### config.mk
export PLATFORM = sky130hd
export DESIGN_NAME = vend_controller
export DESIGN_NICKNAME = d
export VERILOG_FILES = /design/src/rtl/vend_controller.sv
export SDC_FILE = /design/constraint.sdc
export NUM_CORES = 1
export LEC_CHECK = 0
export CORE_MARGIN = 5
export CORE_UTILIZATION = 60
export CTS_BUF_LIST = sky130_fd_sc_hd__clkbuf_4
export CTS_CLUSTER_SIZE = 20
export DETAILED_ROUTE_END_ITERATION = 12
export GPL_ROUTABILITY_DRIVEN = 0
export PLACE_DENSITY_LB_ADDON = 0.08
export SLEW_MARGIN = 20
export SYNTH_ARGS = -nofsm -noshare
export SYNTH_HDL_FRONTEND = slang
export SYNTH_SLANG_ARGS = --single-unit
### constraint.sdc
create_clock -name clk -period 5.5 [get_ports clk]
set_input_delay 1.65 -clock clk [delete_from_list [all_inputs] [get_ports clk]]
set_output_delay 1.65 -clock clk [all_outputs]
set_load 0.03 [all_outputs]
### src/rtl/vend_controller.sv
// Vending-machine transaction controller: accumulates coin credit, dispenses one item
// when credit covers the price and returns change as a train of nickel pulses.
module vend_controller #(
    parameter int unsigned PRICE      = 65,
    parameter int unsigned MAX_CREDIT = 100,
    parameter int unsigned CHANGE_GAP = 2,
    parameter int unsigned W          = 8
) (
    input  logic         clk,
    input  logic         reset,
    input  logic         coin_5,
    input  logic         coin_10,
    input  logic         coin_25,
    input  logic         buy,
    input  logic         cancel,
    output logic [W-1:0] credit,
    output logic [1:0]   state,
    output logic         dispense,
    output logic         change_out,
    output logic         coin_reject,
    output logic         need_more,
    output logic         busy
);

    typedef enum logic [1:0] {
        StIdle   = 2'd0,
        StCredit = 2'd1,
        StVend   = 2'd2,
        StChange = 2'd3
    } state_e;

    localparam int unsigned GW        = $clog2(CHANGE_GAP);
    localparam logic [W:0]  PriceW    = (W+1)'(PRICE);
    localparam logic [W:0]  MaxW      = (W+1)'(MAX_CREDIT);
    localparam logic [GW-1:0] GapLoad = GW'(CHANGE_GAP - 1);
    localparam logic [W-1:0] Nickel   = W'(5);

    state_e        state_q, state_d;
    logic [W-1:0]  credit_q, credit_d;
    logic [GW-1:0] gap_q, gap_d;
    logic          dispense_q, dispense_d;
    logic          change_q, change_d;
    logic          reject_q, reject_d;
    logic          need_more_q, need_more_d;
    logic          busy_q, busy_d;

    logic          accepting, any_coin, cancel_ok, buy_ok, coin_ok;
    logic [W:0]    coin_sum, credit_sum;

    // Request decode shared by the next-state and output logic.
    assign accepting  = (state_q == StIdle) || (state_q == StCredit);
    assign any_coin   = coin_5 || coin_10 || coin_25;
    assign coin_sum   = (coin_5  ? (W+1)'(5)  : '0) +
                        (coin_10 ? (W+1)'(10) : '0) +
                        (coin_25 ? (W+1)'(25) : '0);
    assign credit_sum = {1'b0, credit_q} + coin_sum;
    assign cancel_ok  = accepting && cancel && (credit_q != '0);
    assign buy_ok     = accepting && buy && !cancel_ok && ({1'b0, credit_q} >= PriceW);
    assign coin_ok    = accepting && any_coin && !cancel_ok && !buy_ok && (credit_sum <= MaxW);

    always_ff @(posedge clk or negedge reset) begin
        if (!reset) begin
            state_q     <= StIdle;
            credit_q    <= '0;
            gap_q       <= '0;
            dispense_q  <= 1'b0;
            change_q    <= 1'b0;
            reject_q    <= 1'b0;
            need_more_q <= 1'b0;
            busy_q      <= 1'b0;
        end else begin
            state_q     <= state_d;
            credit_q    <= credit_d;
            gap_q       <= gap_d;
            dispense_q  <= dispense_d;
            change_q    <= change_d;
            reject_q    <= reject_d;
            need_more_q <= need_more_d;
            busy_q      <= busy_d;
        end
    end

    always_comb begin
        state_d = state_q;
        unique case (state_q)
            StIdle, StCredit: begin
                if (cancel_ok)    state_d = StChange;
                else if (buy_ok)  state_d = StVend;
                else if (coin_ok) state_d = StCredit;
            end
            StVend:   state_d = (credit_q != '0) ? StChange : StIdle;
            StChange: state_d = (credit_q == '0) ? StIdle : StChange;
            default:  state_d = StIdle;
        endcase
    end

    always_comb begin
        credit_d    = credit_q;
        gap_d       = gap_q;
        dispense_d  = 1'b0;
        change_d    = 1'b0;
        reject_d    = 1'b0;
        need_more_d = 1'b0;
        unique case (state_q)
            StIdle, StCredit: begin
                reject_d    = any_coin && !coin_ok;
                need_more_d = buy && !cancel_ok && !buy_ok;
                if (cancel_ok) begin
                    credit_d = credit_q - Nickel;
                    change_d = 1'b1;
                    gap_d    = GapLoad;
                end else if (buy_ok) begin
                    credit_d   = credit_q - W'(PRICE);
                    dispense_d = 1'b1;
                end else if (coin_ok) begin
                    credit_d = credit_sum[W-1:0];
                end
            end
            StVend: begin
                reject_d = any_coin;
                if (credit_q != '0) begin
                    credit_d = credit_q - Nickel;
                    change_d = 1'b1;
                    gap_d    = GapLoad;
                end
            end
            StChange: begin
                reject_d = any_coin;
                // gap_q counts down the idle cycles between nickel pulses.
                if (credit_q == '0) begin
                    gap_d = '0;
                end else if (gap_q == '0) begin
                    credit_d = credit_q - Nickel;
                    change_d = 1'b1;
                    gap_d    = GapLoad;
                end else begin
                    gap_d = gap_q - GW'(1);
                end
            end
            default: ;
        endcase
        busy_d = (state_d == StVend) || (state_d == StChange);
    end

    assign credit      = credit_q;
    assign state       = state_q;
    assign dispense    = dispense_q;
    assign change_out  = change_q;
    assign coin_reject = reject_q;
    assign need_more   = need_more_q;
    assign busy        = busy_q;

endmodule

==> impl_metrics.yaml <==
power:
  power_switching_mw: 0.599
  comb_power_share: 0.703
  switching_share: 0.545
  max-vdd-ir-drop_mv: 0.447
  p_per_area_nw_per_um2: 610
  internal-power_mw: 0.499
  clkPwrFrac: 0.062
  seqPwrFrac: 0.234
  p_leak_nw: 0.730
finish:
  multiInputGateArea_um2: 1070
  seq_area_um2: 400
  antenna_cells: 0
  area_growth_pct: 15.3
  fin_util: 0.727
  final_nets: 223
  fill_cells: 203
  drive_gt1_frac: 0.0846
drt:
  routed_wl_mm: 4.46
  via_count: 1668
  ant_nets: 0
  initialDrtViolationCount: 179
  wl_per_cell_um: 19.3
  post-route-drc-count: 0
  dr.pass1.iters: 6
  vias_per_cell: 7.22
setup_path:
  crit_family: "adder cells"
  crit_path_end: "credit[1]"
  r2r-start: "credit[0]"
  worst-path-max-fanout: 7
  critPathMostFrequentCell: "inv_1"
  timing.rr.end: "credit[1]"
  path_depth: 13
  crit_slowest_cell: "clkdlybuf4s50_1"
  setup.worst_path.start: "coin_25"
  path_class: "primary input to register"
  crit_path_cell_trace: "clkdlybuf4s50_1, inv_1, fa_1, inv_1, ha_1, inv_1, fa_1, nor2b_1, o31a_1, nand3_1, a32o_1, nor2_2, mux2_4"
  cp_slowest_stage_delay_ns: 0.56
  arrival_ns: 4.91
  path_buf_inv: 4
  setup.worst_path.end_class: "register"
  r2r_cells: 12
  critPathLaunchType: "primary input"
  crit_required_ns: 5.68
  r2r_slack_ns: 2.22
grt:
  grt_max_degree: 17
  first_global_vias: 1507
  antenna_found_initial: 0
  grt_usage: 0.260
  grt_overflow: 0
  grt_first_pass_wirelength_mm: 7.16
synthesis:
  syn-cell-area_um2: 1560
  syn_avg_cell_area_um2: 8.59
  synth_nets: 203
  synthCells: 182
  synth_edf_count: 0
  async_flop_share: 1.00
  ys_types: 56
  ys.flop_type: "dfrtp_1"
  yosysWarnings: 0
  synth-seq-cells: 16
  yosysSeqAreaShare: 0.256
flow_run:
  cap_viol_max_count: 0
timing:
  worst_slew_pin_slew_ns: 0.724
  min_period_over_period: 0.859
  fmax_mhz: 212
  finalCriticalPeriod_ns: 4.72
  finalHoldViolCount: 0
  maxSlewViolCount: 0
  rsz0062_at_grt: "false"
  finClkSkew_ns: 0.0186
  maxSlewHeadroom: 0.515
  tns_ns: 0
  setup_viol: 0
floorplan:
  start_util: 0.631
  rows: 18
  core_um2: 2480
  die-area_um2: 3730
  die_y_um: 61.0
  fp.dieW_um: 61.0
  num_io_pins: 22
clock_network:
  cts_tree: "done"
  path_clk_slew_ns: 0.11
  cts_hold_buf: 0
  h-tree-depth: 1
  post_cts_buffers: 0
  clk_path_buf_depth: 2
  cts.sinks: 16
  cts-root-buf: "clkbuf_4"
  ctsResizeCount: 0
  cts_buffers: 3
  clk_latency_ns: 0.31
status:
  status: "completed"
placed_design:
  port_buffers: 21
  dp_hpwl_mm: 3.38
hold_path:
  hp-class: "register to register"
## flip-flops by register name, indices dropped and copies added (netlist names)
register,count
change_out,1
credit,8
busy,1
need_more,1
gap_q,1
dispense,1
coin_reject,1
state,2
## Yosys cell counts (4+ instances only)
master   count  area share
ha_1        11       0.088
nand2_1     13       0.031
o21ai_0     10       0.032
dfrtp_1     16        0.26
a21oi_1     11       0.035
inv_1       15       0.036
nand3_1      4       0.013
nor2b_1      4       0.016
nor2_1      11       0.026
nor3_1       4       0.013
o31ai_1      4       0.019
a31oi_1     11       0.044
## logic make-up (layout without fill, tap and decap cells)
group / Yosys count / in the layout / share of synthesized area
flops: 16 / 16 / 0.256
fa+ha+maj: 14 / 14 / 0.127
buf+inv: 21 / 40 / 0.0584
xor+xnor: 1 / 1 / 0.00561
compound gates: 70 / 70 / 0.327
simple gates: 59 / 59 / 0.216
mux: 1 / 1 / 0.00960
## through the flow
stage | instance area, um^2 | total power, mW | instances | hold slack [ns] | setup slack [ns]
detailed placement | 1780 | 1.00 | 227 | 0.510 | 0.524
finish | 1800 | 1.10 | 231 | 0.532 | 0.777
floorplan | 1560 | 0.782 | 182 | 0.463 | 1.35
CTS | 1800 | 1.07 | 231 | 0.525 | 0.823
global placement | 1780 | 0.983 | 227 | 0.481 | 0.647
global route | 1800 | 1.17 | 231 | 0.553 | 0.636
## how the worst min path moves through the flow
| stage | startpoint | to | slack [ns] | cells past startpoint |
|---|---|---|---|---|
| floorplan | gap_q | change_out | 0.46 | 1 |
| CTS | gap_q | change_out | 0.52 | 1 |
| global placement | gap_q | change_out | 0.48 | 1 |
| finish | gap_q | change_out | 0.53 | 1 |
| global route | gap_q | change_out | 0.55 | 1 |
| detailed placement | gap_q | change_out | 0.51 | 1 |
## cell type report
cell class,instances,share of cell area
clock buffers,3,0.0125
multi-input cells,145,0.594
flip-flops and latches,16,0.222
well taps,30,0.0208
inverters,15,0.0312
repair buffers,21,0.117
clock inverters,1,0.00208
## worst register-to-register path, stage by stage (launching register included)
cell and delay [ns]:
dfrtp_1 0.44, inv_1 0.13, fa_1 0.37, inv_1 0.06, ha_1 0.16, inv_1 0.05
fa_1 0.41, nor2b_1 0.16, o31a_1 0.25, nand3_1 0.16, a32o_1 0.31, nor2_2 0.33
mux2_4 0.33
## metal layers
layer,GRT usage,share of wire,up-vias
li1,-,-,738
met4,0.0960,0.043,0
met2,0.412,0.45,126
met1,0.350,0.40,776
met5,0,0,-
met3,0.0545,0.11,28
## placed cells by master, fill, tap and decap left out, types with 3 or more instances in the layout
| cell type | count |
|---|---|
| o21ai_0 | 10 |
| nor3_1 | 4 |
| nand2b_1 | 3 |
| a21oi_1 | 11 |
| nand3_1 | 4 |
| dfrtp_1 | 16 |
| fa_1 | 3 |
| a22o_1 | 3 |
| clkdlybuf4s50_1 | 21 |
| ha_1 | 11 |
| nor2b_1 | 4 |
| nor3b_1 | 3 |
| nand2_1 | 13 |
| nor2_1 | 11 |
| clkbuf_4 | 3 |
| nand4_1 | 3 |
| a31oi_1 | 11 |
| inv_1 | 15 |
| o31ai_1 | 4 |
| o21a_1 | 3 |
| a2111oi_0 | 3 |
## power by group through the flow
stage / Sequential, mW / Clock [mW] / Combinational, mW
after detailed placement: 0.255 / 0 / 0.747
final: 0.258 / 0.0685 / 0.772
after global routing: 0.263 / 0.0744 / 0.835
after CTS: 0.251 / 0.0680 / 0.752
after global placement: 0.251 / 0 / 0.732
after floorplan: 0.269 / 0 / 0.513
No activity file was read; power rests on OpenSTA's default activity.
